$ cat config.mk
export PLATFORM = sky130hd
export DESIGN_NAME = imem_loader_flat
export DESIGN_NICKNAME = d
export VERILOG_FILES = /design/src/rtl/imem_loader_if.sv /design/src/rtl/imem_loader.sv /design/src/flat_wrapper.sv
export SDC_FILE = /design/constraint.sdc
export NUM_CORES = 1
export LEC_CHECK = 0
export BUFFER_PORTS_ARGS = -buffer_cell sky130_fd_sc_hd__buf_2
export CAP_MARGIN = 10
export CORE_UTILIZATION = 40
export DETAILED_ROUTE_END_ITERATION = 8
export GPL_ROUTABILITY_DRIVEN = 0
export MAX_ROUTING_LAYER = met4
export PLACE_DENSITY = 0.68
export SYNTH_ARGS = -nofsm -noshare
export SYNTH_HDL_FRONTEND = slang
export SYNTH_SLANG_ARGS = --single-unit
$ cat constraint.sdc
create_clock -name clk -period 2.35 [get_ports clk]
set_clock_uncertainty 0.15 [all_clocks]
set_input_delay 0.1175 -clock clk [delete_from_list [all_inputs] [get_ports clk]]
set_output_delay 0.1175 -clock clk [all_outputs]
set_load 0.02 [all_outputs]
$ cat src/rtl/imem_loader_if.sv
// Byte-stream input and instruction-memory write port of the loader.
// The loader uses the slave modport; the byte source and memory side use master.
interface imem_loader_if;
    logic        in_valid;
    logic [7:0]  in_data;
    logic        in_ready;
    logic        mem_we;
    logic [31:0] mem_addr;
    logic [31:0] mem_wdata;

    modport master (
        output in_valid, in_data,
        input  in_ready, mem_we, mem_addr, mem_wdata
    );

    modport slave (
        input  in_valid, in_data,
        output in_ready, mem_we, mem_addr, mem_wdata
    );
endinterface

$ cat src/rtl/imem_loader.sv
// Instruction memory loader: packs a big-endian byte stream into 32-bit words and
// writes them to consecutive word addresses starting at a programmable base.
// Optional build macro IMEM_LOADER_CHECKSUM_EN adds a trailing checksum word
// (wrapping sum of all data words) and a chk_err result output.
module imem_loader #(
    parameter int unsigned DEPTH_WORDS = 1024,
    parameter int unsigned LEN_W       = 11
) (
    input  logic             clk,
    input  logic             rst_n,
    input  logic             start,
    input  logic [31:0]      base_addr,
    input  logic [LEN_W-1:0] num_words,
    imem_loader_if.slave     bus,
    output logic             busy,
    output logic             done,
    output logic [LEN_W-1:0] words_written
`ifdef IMEM_LOADER_CHECKSUM_EN
    ,
    output logic             chk_err
`endif
);
    localparam int unsigned IDX_W = $clog2(DEPTH_WORDS);

`ifdef IMEM_LOADER_CHECKSUM_EN
    localparam bit CHK_EN = 1'b1;
`else
    localparam bit CHK_EN = 1'b0;
`endif

    typedef enum logic [1:0] {IDLE, COLLECT, WRITE, FINISH} state_t;

    state_t           state_q, state_d;
    logic [IDX_W-1:0] idx_q;
    logic [LEN_W-1:0] len_q;
    logic [LEN_W-1:0] cnt_q;
    logic [LEN_W-1:0] cnt_inc;
    logic [1:0]       byte_q;
    logic [23:0]      part_q;
    logic [31:0]      addr_q;
    logic [31:0]      wdata_q;
    // Set while the bytes being collected form the checksum word, not data.
    logic             chk_phase_q;
    logic             start_ok;
    logic             accept;
    logic             last_byte;
    logic             last_word;
    logic [31:0]      word_full;

    assign start_ok  = (state_q == IDLE) && start;
    assign accept    = (state_q == COLLECT) && bus.in_valid;
    assign last_byte = (byte_q == 2'd3);
    assign cnt_inc   = cnt_q + LEN_W'(1);
    assign last_word = (cnt_inc == len_q);
    assign word_full = {part_q, bus.in_data};

    assign bus.mem_addr  = addr_q;
    assign bus.mem_wdata = wdata_q;
    assign words_written = cnt_q;

    // State register.
    always_ff @(posedge clk or negedge rst_n) begin
        if (!rst_n) begin
            state_q <= IDLE;
        end else begin
            state_q <= state_d;
        end
    end

    // Next-state logic and state-decoded outputs.
    always_comb begin
        state_d      = state_q;
        bus.in_ready = 1'b0;
        bus.mem_we   = 1'b0;
        busy         = 1'b0;
        done         = 1'b0;
        unique case (state_q)
            IDLE: begin
                if (start) begin
                    state_d = (num_words == '0 && !CHK_EN) ? FINISH : COLLECT;
                end
            end
            COLLECT: begin
                bus.in_ready = 1'b1;
                busy         = 1'b1;
                if (accept && last_byte) begin
                    state_d = chk_phase_q ? FINISH : WRITE;
                end
            end
            WRITE: begin
                bus.mem_we = 1'b1;
                busy       = 1'b1;
                state_d    = (last_word && !CHK_EN) ? FINISH : COLLECT;
            end
            FINISH: begin
                done    = 1'b1;
                state_d = IDLE;
            end
            default: state_d = IDLE;
        endcase
    end

    // Load parameters, byte packing, write address/data and word counting.
    always_ff @(posedge clk or negedge rst_n) begin
        if (!rst_n) begin
            idx_q       <= '0;
            len_q       <= '0;
            cnt_q       <= '0;
            byte_q      <= '0;
            part_q      <= '0;
            addr_q      <= '0;
            wdata_q     <= '0;
            chk_phase_q <= 1'b0;
        end else begin
            if (start_ok) begin
                idx_q       <= base_addr[IDX_W+1:2];
                len_q       <= num_words;
                cnt_q       <= '0;
                byte_q      <= '0;
                chk_phase_q <= CHK_EN && (num_words == '0);
            end
            if (accept) begin
                byte_q <= byte_q + 2'd1;
                part_q <= {part_q[15:0], bus.in_data};
                // Capture the write beat here so it is presented during WRITE.
                if (last_byte && !chk_phase_q) begin
                    addr_q  <= {{(30 - IDX_W){1'b0}}, idx_q, 2'b00};
                    wdata_q <= word_full;
                end
            end
            if (state_q == WRITE) begin
                cnt_q <= cnt_inc;
                idx_q <= idx_q + 1'b1;
                if (last_word) begin
                    chk_phase_q <= CHK_EN;
                end
            end
        end
    end

`ifdef IMEM_LOADER_CHECKSUM_EN
    logic [31:0] sum_q;
    logic        chk_err_q;

    // Running sum of written words and comparison against the trailing checksum.
    always_ff @(posedge clk or negedge rst_n) begin
        if (!rst_n) begin
            sum_q     <= '0;
            chk_err_q <= 1'b0;
        end else begin
            if (start_ok) begin
                sum_q     <= '0;
                chk_err_q <= 1'b0;
            end
            if (state_q == WRITE) begin
                sum_q <= sum_q + wdata_q;
            end
            if (accept && last_byte && chk_phase_q) begin
                chk_err_q <= (word_full != sum_q);
            end
        end
    end

    assign chk_err = chk_err_q;
`endif

endmodule

$ cat src/flat_wrapper.sv
// flat-port wrapper written by rule: the top's interface ports become plain ports
module imem_loader_flat 
#(
    parameter int unsigned DEPTH_WORDS = 1024,
    parameter int unsigned LEN_W       = 11
)
  (clk, rst_n, start, base_addr, num_words, busy, done, words_written, bus_in_valid, bus_in_data, bus_in_ready, bus_mem_we, bus_mem_addr, bus_mem_wdata);
  imem_loader_if bus_i ();
  input  logic clk;
  input  logic rst_n;
  input  logic start;
  input  logic [31:0] base_addr;
  input  logic [LEN_W-1:0] num_words;
  output logic busy;
  output logic done;
  output logic [LEN_W-1:0] words_written;
  input wire logic [$bits(bus_i.in_valid)-1:0] bus_in_valid;
  input wire logic [$bits(bus_i.in_data)-1:0] bus_in_data;
  output wire logic [$bits(bus_i.in_ready)-1:0] bus_in_ready;
  output wire logic [$bits(bus_i.mem_we)-1:0] bus_mem_we;
  output wire logic [$bits(bus_i.mem_addr)-1:0] bus_mem_addr;
  output wire logic [$bits(bus_i.mem_wdata)-1:0] bus_mem_wdata;
  assign bus_i.in_valid = bus_in_valid;
  assign bus_i.in_data = bus_in_data;
  assign bus_in_ready = bus_i.in_ready;
  assign bus_mem_we = bus_i.mem_we;
  assign bus_mem_addr = bus_i.mem_addr;
  assign bus_mem_wdata = bus_i.mem_wdata;
  imem_loader #(.DEPTH_WORDS(DEPTH_WORDS), .LEN_W(LEN_W)) u_core (.clk(clk), .rst_n(rst_n), .start(start), .base_addr(base_addr), .num_words(num_words), .bus(bus_i), .busy(busy), .done(done), .words_written(words_written));
endmodule
---- Yosys cells after proc, flatten, opt, wreduce, memory -nomap -nowiden ----
Index checks and enable logic that the tools add are counted.
cells by class
  add/sub/neg operators ................... 3
  multiply operators ...................... 0
  divide/modulo/power cells ............... 0
  order comparisons ....................... 0
  eq/ne operators ......................... 7
  shift-type cells ........................ 0
  muxes and demuxes ....................... 19
  bitwise operators ....................... 0
  reduce and logical (&&, ||, !) cells .... 12
operators by type and width
  cell                   count
  $mux 11                2
  $mux 10                2
  $mux 2                 6
  $add 11x1->11 const B  1
  $eq 11x11->1           1
  $logic_not 11->1       1
  $add 10x1->10 const B  1
  $mux 1                 8
  $pmux 2 s4             1
  $eq 2x2->1 const B     3
  $logic_and 1x1->1      4
  $ne 2x2->1 const B     2
  $reduce_and 2->1       2
  $reduce_bool 2->1      2
  $add 2x1->2 const B    1
  $eq 2x1->1 const B     1
  $logic_not 2->1        1
  $reduce_or 2->1        1
  $logic_not 1->1        1
word-level totals
  flip-flop bits (word level) ............. 103
  bits in latches ......................... 0
  bits in writable memories ............... 0
  bits in read-only memories .............. 0
  input bits .............................. 55
  output and inout port bits .............. 79
  logic and storage cells ................. 50
  memories kept ........................... 0

---- Logic depth before layout (Yosys ltp) ----
Gate-level depths: netlist of run 1.
  word-level depth ........................ 5
  mapped depth ............................ 7

---- Worst setup path after synthesis of run 1 ----
Ideal clock, no wire load.
  kind .................................... register -> register
  start point ............................. reg u_core.state_q[1]
  end point ............................... reg u_core.addr_q[10], in the netlist u_core.bus.mem_addr[10]
  arrival time ............................ 1767 ps
  required time ........................... 2072 ps
  path slack .............................. 306 ps
  stages on the path, launching flop included .. 7
  cells stage by stage .................... dfrtp_1 > inv_1 > ha_1 > clkbuf_1 > nand4b_1 > buf_2 > mux2_1
on the way
  word-level cells in the longest chain between the ends .. 3
RTL lines
  what                               RTL line            RTL
  start: declaration                 imem_loader.sv:33   state_t state_q, state_d;
  start signal: assignment           imem_loader.sv:66   state_q <= state_d;
  $eq 2x1->1                         imem_loader.sv:51   assign accept = (state_q == COLLECT) && bus.in_valid;
  $logic_and 1x1->1                  imem_loader.sv:51
  $reduce_and 2->1 (no source line)  n/a
  end signal: assignment             imem_loader.sv:127  addr_q <= {{(30 - IDX_W){1'b0}}, idx_q, 2'b00};
  end: declaration                   imem_loader.sv:40   logic [31:0] addr_q;
Every way passes these cells.
A chain may end at the register's enable or synchronous reset.

---- Worst setup path after layout of run 1 ----
  start point ............................. reg u_core.cnt_q[0], in the netlist u_core.words_written[0]
  end point ............................... reg u_core.chk_phase_q
on the way
  word-level cells in the longest chain between the ends .. 4
RTL lines
  what                      RTL line            RTL
  start: declaration        imem_loader.sv:36   logic [LEN_W-1:0] cnt_q;
  start signal: assignment  imem_loader.sv:132  cnt_q <= cnt_inc;
  $add 11x1->11             imem_loader.sv:53   assign cnt_inc = cnt_q + LEN_W'(1);
  $eq 11x11->1              imem_loader.sv:54   assign last_word = (cnt_inc == len_q);
  $mux 1                    imem_loader.sv:134  if (last_word) begin
  $mux 1                    imem_loader.sv:131  if (state_q == WRITE) begin
  end signal: assignment    imem_loader.sv:120  chk_phase_q <= CHK_EN && (num_words == '0);
  end: declaration          imem_loader.sv:43   logic chk_phase_q;
Every way passes these cells.

==> flow_summary.json, run 1 <==
{
  "drive_above_1_share_pct": 37.99,
  "finalWirelength_mm": 9.667,
  "grt_max_degree": 56,
  "cp-end-kind": "flop",
  "p_sw_share_pct": 36.35,
  "syn_area_sq_mm": 0.004763,
  "synth_top_area_share_pct": 54.11,
  "p_leak_uw": 0.002920,
  "p_total_uw": 7123,
  "worstRegToRegCells": 7,
  "peakVddDrop_mv": 0.7601,
  "cap_violations": 0,
  "h-tree-depth": 3,
  "status": "finished with violations",
  "hold_violations": 0,
  "crit_slowest_cell": "dfrtp_1",
  "worstReg2RegStart": "u_core.words_written[0]",
  "crit_path_start": "u_core.words_written[0]",
  "tightest_slew_ns": 0.8068,
  "crit_arrival_ns": 2.14,
  "ys_seq_area_share_pct": 54.11,
  "cpPeakStageDelay_ns": 0.43,
  "fillers": 1019,
  "cts.repair.resized": 0,
  "regArea_sq_mm": 0.002577,
  "fmax_ghz": 0.4886,
  "drc": 24,
  "ys.warnings.count": 0,
  "viasPerCell": 5.006,
  "path_class": "flop to flop",
  "yosys.area.top_type": "dfrtp_1",
  "synth-main-ff-cell": "dfrtp_1",
  "required_ns": 2.44,
  "ant_nets": 0,
  "die_h_um": 111.1,
  "p_clk_share_pct": 20.3,
  "antenna_found_initial": 0,
  "crit_chain": "ha_1 > and4_4 > nand3_1 > nor3_1 > o22a_1 > nand4b_1 > and3_1",
  "r2r_slack_ns": 0.30,
  "ys_top_cells_by_area": "dfrtp_1 (54%), mux2_2 (17%), xnor2_1 (3.5%)",
  "critPathLaunchType": "flop",
  "root_buffer": "clkbuf_16",
  "grt_pass1_vias": 3388,
  "cts_tree": "done",
  "fin_crit_sh_pct": 87.10,
  "clock-sinks": 103,
  "antenna_cells": 0,
  "setup_tns_ns": 0,
  "p_int_uw": 4534,
  "fp.dieW_um": 111.1,
  "wl_per_cell_um": 14.85,
  "slew_headroom_pct": 46.21,
  "min_path_type": "input port to flop",
  "ios": 134,
  "cp-endpoint": "u_core.chk_phase_q",
  "cts_buffers": 9,
  "initial_core_util_pct": 41.36,
  "combPwrFrac_pct": 37.1,
  "p_sw_uw": 2589,
  "vias": 3259,
  "ys_async_sr_fraction_pct": 100.0,
  "multi_input_area_sq_mm": 0.002017,
  "first_pass_iters": 7,
  "clkTransAtPathRegs_ns": 0.07,
  "finalCriticalPeriod_ns": 2.047,
  "rows": 39,
  "synth-edff-count": 0,
  "drt-initial-drc-count": 167,
  "die_area_sq_mm": 0.01235,
  "synth.distinct_cells": 40,
  "clock_path_buffers": 2,
  "ys_ff_latch": 103,
  "setup_viol_count_final": 0,
  "grt.overflow.total": 0,
  "core_sq_mm": 0.01152,
  "area_growth_pct": 24.01,
  "r2r-end": "u_core.chk_phase_q",
  "nets": 566,
  "violations": "design-rule violations",
  "grt_usage_pct": 17.29,
  "p_per_area_mw_per_mm2": 1206,
  "rsz0062_at_grt": "false",
  "dp_hpwl_mm": 6.607,
  "grt_pass1_wl_mm": 16.33,
  "clk_latency_ns": 0.35,
  "io_buffers": 89,
  "syn_area_per_cell_sq_um": 12.50,
  "final_max_slew_viol_count": 0,
  "pwr-share-seq_pct": 42.5,
  "critical_path.max_fanout": 6,
  "netlist_instances": 381
}
[worst min path at each step]
| stage | from | end | slack [ns] | cells past startpoint |
|---|---|---|---|---|
| after floorplan | rst_n | u_core.bus.mem_addr[10] | -0.33 | 0 |
| after global placement | rst_n | u_core.part_q[10] | 0.08 | 1 |
| after detailed placement | rst_n | u_core.part_q[10] | 0.09 | 1 |
| after CTS | base_addr[5] | u_core.idx_q[3] | 0.007 | 4 |
| after global routing | base_addr[5] | u_core.idx_q[3] | 0.05 | 4 |
| final | base_addr[5] | u_core.idx_q[3] | 0.03 | 4 |
[cell usage after synthesis (all sizes together), types with 2 or more instances]
cell type and count:
a21oi 9, nand4 4, nor2 3, xnor2 19, nand4b 2, nor4 2
inv 4, buf 31, mux2i 9, nor3 5, o21ai 24, ha 8
xor2 6, dfrtp 103, nor2b 6, nand2 26, and3 9, mux2 78
a211oi 3, clkbuf 6, nand3 14
[flip-flops by register name (all words and copies together), names as in the netlist]
| register | cells |
|---|---|
| u_core.bus.mem_wdata | 32 |
| u_core.part_q | 24 |
| u_core.len_q | 11 |
| u_core.words_written | 11 |
| u_core.bus.mem_addr | 10 |
| u_core.idx_q | 10 |
| u_core.byte_q | 2 |
| u_core.state_q | 2 |
| u_core.chk_phase_q | 1 |
[critical path, delay by kind of cell, from the launching register on]
kind	cells	cell delay, ns
compound gates	1	0.15
flops	1	0.43
fa+ha+maj	1	0.30
simple gates	5	0.92
[cells in the final DEF, fill, tap and decap left out, types with 3 or more instances in the layout]
master,n
dfrtp_1,103
buf_2,88
mux2_2,71
dlygate4sd3_1,28
nand2_1,26
conb_1,22
xnor2_1,19
o21ai_0,19
nand3_1,13
a21oi_1,9
mux2i_1,9
clkbuf_16,9
buf_4,9
and3_1,8
ha_1,8
mux2_1,7
nor2b_1,6
xor2_1,5
o21ai_1,5
inv_1,4
nand4_1,4
nor3_1,3
a211oi_1,3
[metrics by stage]
stage          utilization (%)  std cells  hold WS [ns]  area [sq um]  setup WS, ns
6_report                 51.29        651       0.02884          5907        0.3032
5_1_grt                  51.29        651       0.05399          5907        0.1395
4_1_cts                  51.29        651      0.007086          5907        0.2854
3_5_place_dp             46.34        607       0.08767          5336        0.2809
3_3_place_gp             46.34        607       0.07767          5336        0.3341
2_1_floorplan                -        402       -0.3281          4842        0.3057
[logic make-up after synthesis]
kind of cell    share of synthesized area, %
mux                                    20.33
xor+xnor                               4.754
compound gates                         4.754
fa+ha+maj                              2.101
flops                                  54.11
simple gates                           8.669
other cells                          0.07873
buf+inv                                5.201
[layer usage]
layer	global-route usage, %	part of all wire (%)	vias up
met5	-	0	-
met4	6.667	1.9	0
met3	4.647	5.4	14
met2	27.84	48	96
met1	20.78	45	1618
li1	-	-	1531
[final cells by class]
class                      count  share of cell area [%]
inverter                       4                  0.2542
clock buffer                  10                   4.046
sequential                   103                   43.63
timing repair buffer         127                   14.02
tap                          143                   3.029
clock inverter                 6                  0.8685
multi-input combinational    258                   34.15
[repair_timing]
item                                   in CTS  in global routing
hold buffers                               28                  0
buffers inserted                            0                  0
endpoints found under the hold margin      88                  0
[power by group through the flow]
stage                     Combinational [uW]  Sequential (uW)  Clock, uW
after floorplan                         1560             3320          0
after global placement                  2570             3020          0
after detailed placement                2630             3070          0
after CTS                               2670             3040       1490
after global routing                    2880             3150       1550
final                                   2650             3030       1450
Note: power is estimated with default switching activity, not from simulation.
==> run 2, diff against run 1 <==
--- a/config.mk
+++ b/config.mk
@@ -7,11 +7,13 @@
 export LEC_CHECK = 0
 export BUFFER_PORTS_ARGS = -buffer_cell sky130_fd_sc_hd__buf_2
 export CAP_MARGIN = 10
-export CORE_UTILIZATION = 40
+export CELL_PAD_IN_SITES_DETAIL_PLACEMENT = 2
+export CELL_PAD_IN_SITES_GLOBAL_PLACEMENT = 2
+export CORE_UTILIZATION = 34
 export DETAILED_ROUTE_END_ITERATION = 8
 export GPL_ROUTABILITY_DRIVEN = 0
 export MAX_ROUTING_LAYER = met4
-export PLACE_DENSITY = 0.68
+export PLACE_DENSITY = 0.84
 export SYNTH_ARGS = -nofsm -noshare
 export SYNTH_HDL_FRONTEND = slang
 export SYNTH_SLANG_ARGS = --single-unit
==> run 2 against run 1 <==
The run ends with negative hold slack left. Critical path depth unchanged. Routed wire length up 37%. Sequential power up 2%. Final area up 0.93%. Flip-flop and latch count unchanged. Non-clock buffer count up 1. Die area up 17%. Via count up 3.7%. Worst hold slack worse by 0.029 ns. Largest cell class unchanged.
==> flow_summary.json, run 2 (synthesis gave the netlist of run 1 again) <==
{
  "first_pass_iters": 4,
  "viasPerCell": 4.936,
  "clock_path_buffers": 2,
  "p_sw_uw": 2853,
  "fin_crit_sh_pct": 94.49,
  "tightest_slew_ns": 0.8757,
  "clk_latency_ns": 0.35,
  "hold_path.startpoint": "base_addr[3]",
  "grt_pass1_wl_mm": 21.23,
  "final_common_cell": "dfrtp_1",
  "root_buffer": "clkbuf_16",
  "finalWirelength_mm": 13.22,
  "io_buffers": 89,
  "pre_cts_ws_ns": 0.2539,
  "drt-initial-drc-count": 121,
  "initial_core_util_pct": 35.41,
  "p_sw_share_pct": 38.59,
  "slew_headroom_pct": 41.62,
  "clock-sinks": 103,
  "drc": 0,
  "required_ns": 2.44,
  "whs_endpoint": "u_core.idx_q[1]",
  "nets": 567,
  "cap_violations": 0,
  "hold_buffers": 27,
  "worst_slack_ns": 0.1295,
  "critPathLaunchType": "flop",
  "crit_slowest_cell": "dfrtp_1",
  "cpPeakStageDelay_ns": 0.42,
  "largest_reg_flops": 32,
  "r2r_slack_ns": 0.13,
  "wl_per_cell_um": 19.30,
  "ios": 134,
  "worstRegToRegCells": 7,
  "combPwrFrac_pct": 38.1,
  "peakVddDrop_mv": 0.4594,
  "violations": "negative hold slack",
  "mostFrequentLayoutCells": "dfrtp_1 (103), buf_2 (88), mux2_2 (71), dlygate4sd3_1 (27), nand2_1 (26)",
  "grt_usage_pct": 20.07,
  "p_int_uw": 4539,
  "rows": 42,
  "holdPathStages": 3,
  "hold_violations": 1,
  "ant_nets": 0,
  "rsz0062_at_grt": "false",
  "grt_pass1_vias": 3853,
  "cts_tree": "done",
  "crit_arrival_ns": 2.31,
  "clkTransAtPathRegs_ns": 0.07,
  "finalCriticalPeriod_ns": 2.220,
  "fmax_ghz": 0.4504,
  "p_per_area_mw_per_mm2": 1240,
  "vias": 3381,
  "setup_tns_ns": 0,
  "drive_above_1_share_pct": 38.31,
  "hold_slack_ns": -0.0004460,
  "path_class": "flop to flop",
  "h-tree-depth": 3,
  "pwr-share-seq_pct": 41.9,
  "min_path_type": "input port to flop",
  "cts_setup_buffers": 0,
  "die_area_sq_mm": 0.01449,
  "critical_path.max_fanout": 6,
  "fillers": 1375,
  "antenna_cells": 0,
  "p_clk_share_pct": 19.9,
  "area_growth_pct": 25.16,
  "setup_viol_count_final": 0,
  "antenna_found_initial": 0,
  "p_total_uw": 7392,
  "crit_chain": "ha_1 > and4_4 > nand3_1 > nor3_1 > o22a_1 > nand4b_1 > and3_1",
  "dp_hpwl_mm": 8.619,
  "p_leak_uw": 0.002927,
  "worstReg2RegStart": "u_core.words_written[1]",
  "grt_max_degree": 45,
  "core_sq_mm": 0.01345,
  "fp.dieW_um": 120.4,
  "cts.repair.resized": 0,
  "status": "finished with violations",
  "r2r-end": "u_core.chk_phase_q",
  "die_h_um": 120.4,
  "final_max_slew_viol_count": 0,
  "grt.overflow.total": 0,
  "cts_buffers": 9,
  "cp-end-kind": "flop"
}
==> run 2: routing by layer <==
metal  part of all wire, %  vias up  GRT usage (%)
li1                      -     1536              -
met1                    40     1739          22.21
met2                    55       81          36.14
met3                   2.5       25          3.302
met4                   1.9        0          7.562
met5                     0        -              -
==> run 2: how the worst max path moves through the flow <==
stage,from,to,slack (ns),depth (start not counted)
floorplan,u_core.state_q[1],u_core.bus.mem_addr[10],0.31,6
global placement,u_core.words_written[1],u_core.chk_phase_q,0.33,7
detailed placement,u_core.words_written[1],u_core.chk_phase_q,0.25,7
CTS,u_core.words_written[1],u_core.chk_phase_q,0.15,7
global route,u_core.state_q[1],u_core.words_written[4],0.04,5
finish,u_core.words_written[1],u_core.chk_phase_q,0.13,7
==> run 2: cell type report <==
type	instances	area, sq um	area share [%]
clock buffers	9	225.2	3.778
clock inverters	7	61.31	1.028
inverters	4	15.01	0.2518
multi-input cells	258	2017	33.83
flip-flops and latches	103	2577	43.23
well taps	176	220.2	3.694
repair buffers	128	845.8	14.19
==> run 2: power by group through the flow <==
| stage | Combinational, uW | Clock (uW) | Sequential, uW |
|---|---|---|---|
| after CTS | 2850 | 1520 | 3090 |
| after floorplan | 1560 | 0 | 3320 |
| after global placement | 2610 | 0 | 3010 |
| after global routing | 3060 | 1580 | 3200 |
| after detailed placement | 2760 | 0 | 3110 |
| final | 2820 | 1470 | 3100 |
==> run 2: worst max-delay path, delay by kind of cell (launching register included) <==
kind	cells	cell delay (ns)
and+or+nand+nor	5	1.05
DFF	1	0.42
adders and majority gates	1	0.31
AOI/OAI and AO/OA	1	0.18
==> run 2: metrics by stage <==
| stage | instances | utilization [%] | cell area, sq um | hold slack, ns |
|---|---|---|---|---|
| after global placement | 642 | 40.18 | 5405 | -0.02428 |
| after global routing | 685 | 44.32 | 5962 | 0.01138 |
| after floorplan | 402 | - | 4842 | -0.3281 |
| final | 685 | 44.32 | 5962 | -0.0004460 |
| after CTS | 685 | 44.32 | 5962 | 0.01125 |
| after detailed placement | 642 | 40.18 | 5405 | -0.01083 |
==> run 3, diff against run 2 <==
--- a/config.mk
+++ b/config.mk
@@ -9,6 +9,7 @@
 export CAP_MARGIN = 10
 export CELL_PAD_IN_SITES_DETAIL_PLACEMENT = 2
 export CELL_PAD_IN_SITES_GLOBAL_PLACEMENT = 2
+export CORE_ASPECT_RATIO = 1.1
 export CORE_UTILIZATION = 34
 export DETAILED_ROUTE_END_ITERATION = 8
 export GPL_ROUTABILITY_DRIVEN = 0
==> run 3 against run 2 <==
The run now ends clean. First-iteration DRC count increased by 15%. Routed wire length decreased by 4.0%. Die area about the same. Final area increased by 0.27%. Maximum frequency increased by 4.8%. Worst hold slack improved by 0.046 ns. Core utilization decreased by 0.80 points. Setup slack improved by 0.10 ns. Flip-flop and latch count unchanged. Via count decreased by 1.2%. Clock-buffer cell count increased by 1. Critical endpoint is now u_core.words_written[2]. Largest power group unchanged. Highest routed layer unchanged.
==> flow_summary.json, run 3 (synthesis gave the netlist of run 1 again) <==
{
  "grt.overflow.total": 0,
  "grt_max_degree": 67,
  "final_max_slew_viol_count": 0,
  "wl_per_cell_um": 18.20,
  "clk_latency_ns": 0.35,
  "p_leak_uw": 0.002919,
  "h-tree-depth": 3,
  "fin_crit_sh_pct": 90.12,
  "nets": 567,
  "fmax_ghz": 0.4722,
  "clkTransAtPathRegs_ns": 0.07,
  "hold_path.startpoint": "base_addr[5]",
  "placed_cell_area_sq_mm": 0.005413,
  "ios": 134,
  "vias": 3339,
  "grt_usage_pct": 19.23,
  "viasPerCell": 4.791,
  "min_path_type": "input port to flop",
  "largest_reg_flops": 32,
  "final_common_cell": "dfrtp_1",
  "drc": 0,
  "core_sq_mm": 0.01374,
  "dp_hpwl_mm": 8.477,
  "rows": 45,
  "cp-end-kind": "flop",
  "setup_tns_ns": 0,
  "mostFrequentLayoutCells": "dfrtp_1 (103), buf_2 (88), mux2_2 (71), dlygate4sd3_1 (28), nand2_1 (26)",
  "hold_violations": 0,
  "cts_tree": "done",
  "p_per_area_mw_per_mm2": 1221,
  "grt_pass1_wl_mm": 20.42,
  "clock_path_buffers": 2,
  "final_cell_area_sq_mm": 0.005978,
  "r2r_slack_ns": 0.23,
  "required_ns": 2.47,
  "initial_core_util_pct": 34.67,
  "cap_violations": 0,
  "path_class": "flop to flop",
  "fin_util_pct": 43.52,
  "crit_path_start": "u_core.state_q[1]",
  "die_h_um": 126.1,
  "grt_pass1_vias": 3789,
  "root_buffer": "clkbuf_16",
  "worstReg2RegStart": "u_core.state_q[1]",
  "drive_above_1_share_pct": 37.99,
  "rsz0062_at_grt": "false",
  "finalCriticalPeriod_ns": 2.118,
  "fp.dieW_um": 114.9,
  "status": "finished clean",
  "io_buffers": 89,
  "critPathLaunchType": "flop",
  "cts_buffers": 9,
  "setup_viol_count_final": 0,
  "antenna_found_initial": 1,
  "tightest_slew_ns": 0.9233,
  "clock-sinks": 103,
  "ant_nets": 0,
  "die_area_sq_mm": 0.01449,
  "first_pass_iters": 4,
  "area_growth_pct": 25.51,
  "slew_headroom_pct": 38.45,
  "cts.repair.resized": 0,
  "p_total_uw": 7302,
  "crit_arrival_ns": 2.24,
  "critical_path.max_fanout": 9,
  "drt-initial-drc-count": 139,
  "peakVddDrop_mv": 0.5552,
  "finalWirelength_mm": 12.69
}
## run 3: changes by cell type in the layout (fill, tap and decap cells not counted), sizes merged
cell         before  now
inv               8    5
buf             101  100
clkbuf            9   10
clkinvlp          1    2
diode             0    1
dlygate4sd3      27   28
## run 3: worst max-delay path: stages (launching register included)
cell     delay (ns)
dfrtp_1        0.41
inv_1          0.11
ha_1           0.25
a21oi_1        0.75
o21ai_0        0.24
o21ai_0        0.12
## run 3: stage by stage
stage | cells | hold slack, ns | setup WS (ns)
final | 697 | 0.04582 | 0.2321
after global placement | 653 | -0.01749 | 0.3167
after floorplan | 402 | -0.3281 | 0.3057
after detailed placement | 653 | -0.01160 | 0.2423
after CTS | 696 | 0.02649 | 0.2287
after global routing | 697 | 0.05634 | 0.08227
## run 3: repair_timing
item,4_1_cts,5_1_grt
endpoints found under the hold margin,72,0
buffers inserted,0,0
hold buffers,28,0
## run 3: metal layers
layer	up-vias	part of all wire, %	global-route usage, %
met5	-	0	-
met4	0	0.87	5.118
met3	10	5.4	5.919
met2	84	54	33.38
met1	1710	40	21.17
li1	1535	-	-
## run 3: worst paths after layout
check,to,cells past startpoint
worst max-delay path,u_core.words_written[2],5
worst min-delay path,u_core.idx_q[3],4
worst max register to register,u_core.words_written[2],5
worst min register to register,u_core.bus.mem_addr[2],1
max in group asynchronous,u_core.byte_q[1],3
min in group asynchronous,u_core.words_written[10],2
## run 3: layout make-up
class	count	area (sq um)
multi-input combinational	258	2017
antenna	1	2.502
tap	188	235.2
timing repair buffer	128	848.3
inverter	4	15.01
fill	1444	7760
sequential	103	2577
clock inverter	5	43.79
clock buffer	10	239.0
## run 3: power breakdown
group / total (uW) / internal [uW] / switching, uW / leakage, uW
Sequential: 3060 / 2520 / 546 / 0.00131
Clock: 1440 / 753 / 689 / 0.000133
Combinational: 2800 / 1280 / 1510 / 0.00148
